File: src/rtl/countdown_timer_ctrl.sv
// countdown_timer_ctrl
// Control FSM for an mm:ss countdown built from a chain of BCD down counters.
// Collects three keypad digits, loads them into the chain, gates its count
// enable from the 1 Hz tick, and reports run state plus a done flag.
// Every output comes straight from a flop; the *_d values are computed from
// the next state so each output lines up with the state it belongs to.

module countdown_timer_ctrl #(
   parameter int TENS_MAX  = 5,
   parameter int DIGIT_MAX = 9
) (
   input  logic       clk,
   input  logic       clrn,
   input  logic       tick,
   input  logic       key_valid,
   input  logic [3:0] key_digit,
   input  logic       start,
   input  logic       stop,
   input  logic       zero_in,
   output logic       cnt_loadn,
   output logic       cnt_clrn,
   output logic       cnt_en,
   output logic [3:0] ld_min,
   output logic [3:0] ld_tens,
   output logic [3:0] ld_ones,
   output logic [2:0] state,
   output logic       done
);

   localparam logic [3:0] TENS_MAX_V  = 4'(TENS_MAX);
   localparam logic [3:0] DIGIT_MAX_V = 4'(DIGIT_MAX);

   typedef enum logic [2:0] {
      ST_ENTRY = 3'd0,
      ST_LOAD  = 3'd1,
      ST_RUN   = 3'd2,
      ST_PAUSE = 3'd3,
      ST_DONE  = 3'd4,
      ST_CLEAR = 3'd5
   } state_t;

   state_t     state_q, state_d;

   // Entry buffer: min <- tens <- ones <- new key
   logic [3:0] buf_min_q,  buf_min_d;
   logic [3:0] buf_tens_q, buf_tens_d;
   logic [3:0] buf_ones_q, buf_ones_d;

   // Registered outputs
   logic [3:0] ld_min_q,  ld_min_d;
   logic [3:0] ld_tens_q, ld_tens_d;
   logic [3:0] ld_ones_q, ld_ones_d;
   logic       cnt_loadn_q, cnt_loadn_d;
   logic       cnt_clrn_q,  cnt_clrn_d;
   logic       cnt_en_q,    cnt_en_d;
   logic       done_q,      done_d;

   logic       buf_nonzero;
   logic       key_legal;
   logic [3:0] tens_clamped;

   assign buf_nonzero  = (buf_min_q != 4'd0) || (buf_tens_q != 4'd0) || (buf_ones_q != 4'd0);
   assign key_legal    = key_valid && (key_digit <= DIGIT_MAX_V);
   assign tens_clamped = (buf_tens_q > TENS_MAX_V) ? TENS_MAX_V : buf_tens_q;

   // Next-state logic; priorities inside RUN are zero_in > stop > tick
   always_comb begin
      state_d = state_q;
      case (state_q)
         ST_ENTRY: begin
            // an empty buffer would load 0:00 and finish at once, so start is ignored
            if (start && buf_nonzero) begin
               state_d = ST_LOAD;
            end
         end
         ST_LOAD: begin
            state_d = ST_RUN;
         end
         ST_RUN: begin
            if (zero_in) begin
               state_d = ST_DONE;
            end else if (stop) begin
               state_d = ST_PAUSE;
            end
         end
         ST_PAUSE: begin
            // a second stop cancels; it takes precedence over a simultaneous resume
            if (stop) begin
               state_d = ST_CLEAR;
            end else if (start) begin
               state_d = ST_RUN;
            end
         end
         ST_DONE: begin
            if (start || stop) begin
               state_d = ST_CLEAR;
            end
         end
         ST_CLEAR: begin
            state_d = ST_ENTRY;
         end
         default: begin
            // unreachable encodings recover through a counter clear
            state_d = ST_CLEAR;
         end
      endcase
   end

   // Entry buffer update: shift on legal keys, zero on stop or on a cancelled pause
   always_comb begin
      buf_min_d  = buf_min_q;
      buf_tens_d = buf_tens_q;
      buf_ones_d = buf_ones_q;
      if (state_q == ST_ENTRY) begin
         if (start && buf_nonzero) begin
            // start wins over a key in the same cycle; the key is dropped
            buf_min_d  = buf_min_q;
         end else if (stop) begin
            buf_min_d  = 4'd0;
            buf_tens_d = 4'd0;
            buf_ones_d = 4'd0;
         end else if (key_legal) begin
            buf_min_d  = buf_tens_q;
            buf_tens_d = buf_ones_q;
            buf_ones_d = key_digit;
         end
      end else if ((state_q == ST_PAUSE) && (state_d == ST_CLEAR)) begin
         // cancelling a paused run forgets the time; finishing a run keeps it
         buf_min_d  = 4'd0;
         buf_tens_d = 4'd0;
         buf_ones_d = 4'd0;
      end
   end

   // Output values for the cycle that follows, derived from the next state
   always_comb begin
      ld_min_d    = ld_min_q;
      ld_tens_d   = ld_tens_q;
      ld_ones_d   = ld_ones_q;
      cnt_loadn_d = (state_d != ST_LOAD);
      cnt_clrn_d  = (state_d != ST_CLEAR);
      done_d      = (state_d == ST_DONE);
      // state_d stays RUN only when neither zero_in nor stop is present
      cnt_en_d    = (state_q == ST_RUN) && (state_d == ST_RUN) && tick;
      if ((state_q == ST_ENTRY) && (state_d == ST_LOAD)) begin
         ld_min_d  = buf_min_q;
         ld_tens_d = tens_clamped;
         ld_ones_d = buf_ones_q;
      end
   end

   // State and buffer registers
   always_ff @(posedge clk or negedge clrn) begin
      if (!clrn) begin
         state_q    <= ST_ENTRY;
         buf_min_q  <= 4'd0;
         buf_tens_q <= 4'd0;
         buf_ones_q <= 4'd0;
      end else begin
         state_q    <= state_d;
         buf_min_q  <= buf_min_d;
         buf_tens_q <= buf_tens_d;
         buf_ones_q <= buf_ones_d;
      end
   end

   // Output registers; reset holds the counter chain in clear
   always_ff @(posedge clk or negedge clrn) begin
      if (!clrn) begin
         ld_min_q    <= 4'd0;
         ld_tens_q   <= 4'd0;
         ld_ones_q   <= 4'd0;
         cnt_loadn_q <= 1'b1;
         cnt_clrn_q  <= 1'b0;
         cnt_en_q    <= 1'b0;
         done_q      <= 1'b0;
      end else begin
         ld_min_q    <= ld_min_d;
         ld_tens_q   <= ld_tens_d;
         ld_ones_q   <= ld_ones_d;
         cnt_loadn_q <= cnt_loadn_d;
         cnt_clrn_q  <= cnt_clrn_d;
         cnt_en_q    <= cnt_en_d;
         done_q      <= done_d;
      end
   end

   assign state     = state_q;
   assign ld_min    = ld_min_q;
   assign ld_tens   = ld_tens_q;
   assign ld_ones   = ld_ones_q;
   assign cnt_loadn = cnt_loadn_q;
   assign cnt_clrn  = cnt_clrn_q;
   assign cnt_en    = cnt_en_q;
   assign done      = done_q;

endmodule

File: config.mk
export PLATFORM = sky130hd
export DESIGN_NAME = countdown_timer_ctrl
export DESIGN_NICKNAME = d
export VERILOG_FILES = /design/src/rtl/countdown_timer_ctrl.sv
export SDC_FILE = /design/constraint.sdc
export NUM_CORES = 1
export LEC_CHECK = 0
export ABC_AREA = 0
export BUFFER_PORTS_ARGS = -buffer_cell sky130_fd_sc_hd__clkbuf_2
export CAP_MARGIN = 20
export CORE_UTILIZATION = 56
export DETAILED_ROUTE_END_ITERATION = 6
export PLACE_DENSITY = 0.89
export SLEW_MARGIN = 5
export SYNTH_ARGS = -nofsm -noshare
export SYNTH_HDL_FRONTEND = slang
export SYNTH_SLANG_ARGS = --single-unit
File: constraint.sdc
create_clock -name clk -period 2.4 [get_ports clk]
set_input_delay 0.24 -clock clk [delete_from_list [all_inputs] [get_ports clk]]
set_output_delay 0.24 -clock clk [all_outputs]
set_load 0.005 [all_outputs]
==> flow_metrics.py <==
metrics = {
    "global_route": {
        "grt_max_degree": 32,
        "antenna_found_initial": 0,
        "first_global_vias": 905,
        "grt_first_pass_wirelength_mm": 4.077,
        "overflow": 0,
        "grt_usage_pct": 22.62,
    },
    "cts": {
        "tritoncts": "done",
        "clk_latency_ns": 0.33,
        "ctsHoldBuffers": 1,
        "cts_root_buf": "clkbuf_4",
        "numCtsBuffers": 5,
        "clk_pin_slew_ns": 0.09,
        "ctsHtreeMaxLevel": 2,
        "clock_sinks": 31,
        "clock_path_buffers": 2,
        "post-cts-setup-buffer-count": 0,
        "cts_resized": 0,
    },
    "logic_synthesis": {
        "synth_fp_nets": 140,
        "synthFlopType": "dfrtp_1",
        "ys_warn_count": 0,
        "synth_seq_cells": 31,
        "synth_edf_count": 0,
        "ys_seq_area_share_pct": 57.82,
        "synth_most_common_cell": "dfrtp_1",
        "ys_top_cells_by_count": "30 x dfrtp_1, 24 x nand2_1, 14 x inv_1",
        "yosys.area.top_type": "dfrtp_1",
        "synth_area_mm2": 0.001344,
        "syn_avg_cell_area_um2": 10.42,
        "synth_cell_type_count": 28,
        "ys_async_sr_fraction_pct": 100.0,
        "synth_cells": 129,
        "ys_top_cells_by_area": "dfrtp_1 56%, mux2i_1 8.9%, nand2_1 6.7%",
        "yosysTopAreaCellShare_pct": 55.87,
    },
    "routing": {
        "antenna_left": 0,
        "vias_per_cell": 5.271,
        "post_drt_wl_per_cell_um": 12.87,
        "drc": 0,
        "vias": 1012,
        "wl_mm": 2.471,
        "drt_iter0_drc": 25,
        "dr.pass1.iters": 5,
    },
    "worst_hold_path": {
        "hold_path.class": "in2reg",
        "hold_depth": 3,
    },
    "floorplanning": {
        "die_area_mm2": 0.002599,
        "core_mm2": 0.002233,
        "die_y_um": 50.99,
        "initial_core_util_pct": 60.17,
        "num_io_pins": 30,
        "rows": 17,
        "die_x_um": 50.99,
    },
    "sta": {
        "period_minus_slack_ns": 1.726,
        "relSlewSlack_pct": 52.22,
        "period_share_pct": 71.92,
        "fmax_mhz": 579.4,
        "hold_viol": 0,
        "worst_slew_pin_slew_ns": 0.7167,
        "tns_ns": 0,
        "rsz0062_at_grt": "no",
        "finalSetupViolations": 0,
        "slew_viol_final": 0,
        "skew_ns": 0.005466,
    },
    "cells_and_area": {
        "regArea_um2": 777.0,
        "fin_util_pct": 69.58,
        "syn_to_final_growth_pct": 15.64,
        "multi_input_area_um2": 469.2,
        "layout.cells.non_filler": 192,
        "drive_above_1_share_pct": 25.61,
        "diodes": 0,
        "finalNetCount": 174,
        "fill_cells": 170,
    },
    "placement": {
        "gp_congestion": 0.8293,
        "place_inst": 183,
        "hpwl_mm": 1.838,
        "port-buffer-count": 29,
    },
    "worst_setup_path": {
        "critPathKind": "reg2reg",
        "cp.required_ns": 2.61,
        "cp-end-kind": "flip-flop",
        "cp-start-kind": "flip-flop",
        "worst_r2r_path_depth": 5,
        "crit_family": "flip-flops",
        "path_buf_inv": 1,
        "crit_fanout": 12,
        "critPathMaxStageDelay_ns": 0.52,
        "slowest_stage": "dfrtp_1",
        "cp.depth": 5,
        "arrival_ns": 1.94,
        "crit_chain": "nor4_4, buf_4, nand2_2, o211a_4, mux2i_1",
    },
    "power_and_ir_drop": {
        "peakVddDrop_mv": 0.7377,
        "p_sw_share_pct": 38.23,
        "finalPower_w": 0.001778,
        "p_switching_w": 0.0006796,
        "seqPwrFrac_pct": 47.2,
        "power_frac_comb_pct": 36.9,
        "p_int_w": 0.001098,
        "power_density_mw_per_mm2": 1144,
        "clkPwrFrac_pct": 15.9,
        "p_leak_nw": 0.7498,
    },
    "run_status": {
        "status": "finished clean",
    },
    "run": {
        "drv_cap": 0,
    },
}
[cell families after synthesis]
kind of cell | after synthesis | share of synthesized area, %
mux | 12 | 8.939
compound gates | 23 | 10.24
simple gates | 44 | 15.74
buf+inv | 19 | 7.262
flops | 31 | 57.82
[metal layers]
layer	share of wire, %	GRT usage, %	up-vias
met5	0	0	-
met4	3.3	15.28	0
met3	6.2	7.440	9
met2	46	32.89	41
met1	44	28.46	469
li1	-	-	493
[worst reg2reg max path: cells and delay by family (launching register included)]
kind / cells / cell delay, ns
flops: 1 / 0.52
simple gates: 2 / 0.38
compound gates: 1 / 0.33
buf+inv: 1 / 0.22
mux: 1 / 0.15
[flip-flops by register name (all words and copies together) (netlist names)]
| name | flops |
|---|---|
| done | 1 |
| ld_tens | 4 |
| ld_ones | 4 |
| state | 3 |
| buf_tens_q | 4 |
| cnt_en | 1 |
| ld_min | 4 |
| cnt_loadn | 1 |
| buf_min_q | 4 |
| buf_ones_q | 4 |
| cnt_clrn | 1 |
[placed cells by master, fill, tap and decap left out]
master,Yosys,final
nand2b_1,1,1
a211oi_1,1,1
dfrtp_1,30,30
nor2_1,9,9
mux2i_1,12,12
nand3_1,2,2
clkbuf_2,0,29
o21ai_1,3,3
nor4_1,2,2
o21ai_0,11,11
nand4_2,1,1
nor4_4,1,1
clkbuf_4,0,5
o21a_1,1,1
o211a_4,1,1
inv_1,14,14
dfstp_2,1,1
nand2_2,1,1
clkbuf_1,1,2
buf_4,0,2
nor2b_1,1,1
nand4_1,1,1
a21o_1,1,1
a21oi_1,3,3
and2_1,1,1
nand2_1,24,24
dlygate4sd3_1,0,1
a31oi_1,1,1
o22ai_1,1,1
clkinv_2,0,1
[power groups by stage]
stage                     Combinational, W  Clock [W]  Sequential [W]
final                             0.000656   0.000283        0.000839
after global routing              0.000734   0.000316        0.000858
after CTS                         0.000661   0.000294        0.000836
after detailed placement          0.000659          0        0.000848
after global placement            0.000634          0        0.000832
after floorplan                   0.000488          0        0.000818
[through the flow]
stage,instance area (um2),setup slack (ns),hold WS [ns]
6_report,1554,0.6740,0.1112
3_3_place_gp,1494,0.7511,0.3175
4_1_cts,1554,0.6785,0.09784
5_1_grt,1554,0.5881,0.1152
2_1_floorplan,1344,0.8609,-0.05559
3_5_place_dp,1494,0.7039,0.3318
[layout make-up]
type,count,share of cell area (%)
Sequential cell,31,50.00
Timing Repair Buffer,32,10.95
Clock buffer,7,2.899
Clock inverter,1,0.3221
Multi-Input combinational cell,79,30.19
Inverter,14,3.382
Tap cell,28,2.254
[worst paths after layout]
path / start / endpoint / slack (ns)
max in group asynchronous: clrn / buf_tens_q[2] / 1.46
worst min-delay path: tick / cnt_en / 0.11
worst max-delay path: state[0] / buf_tens_q[3] / 0.67
worst min register to register: ld_ones[2] / ld_ones[2] / 0.49
worst max register to register: state[0] / buf_tens_q[3] / 0.67
min in group asynchronous: clrn / ld_ones[0] / 0.48
Power figures use the tool's default switching activity.
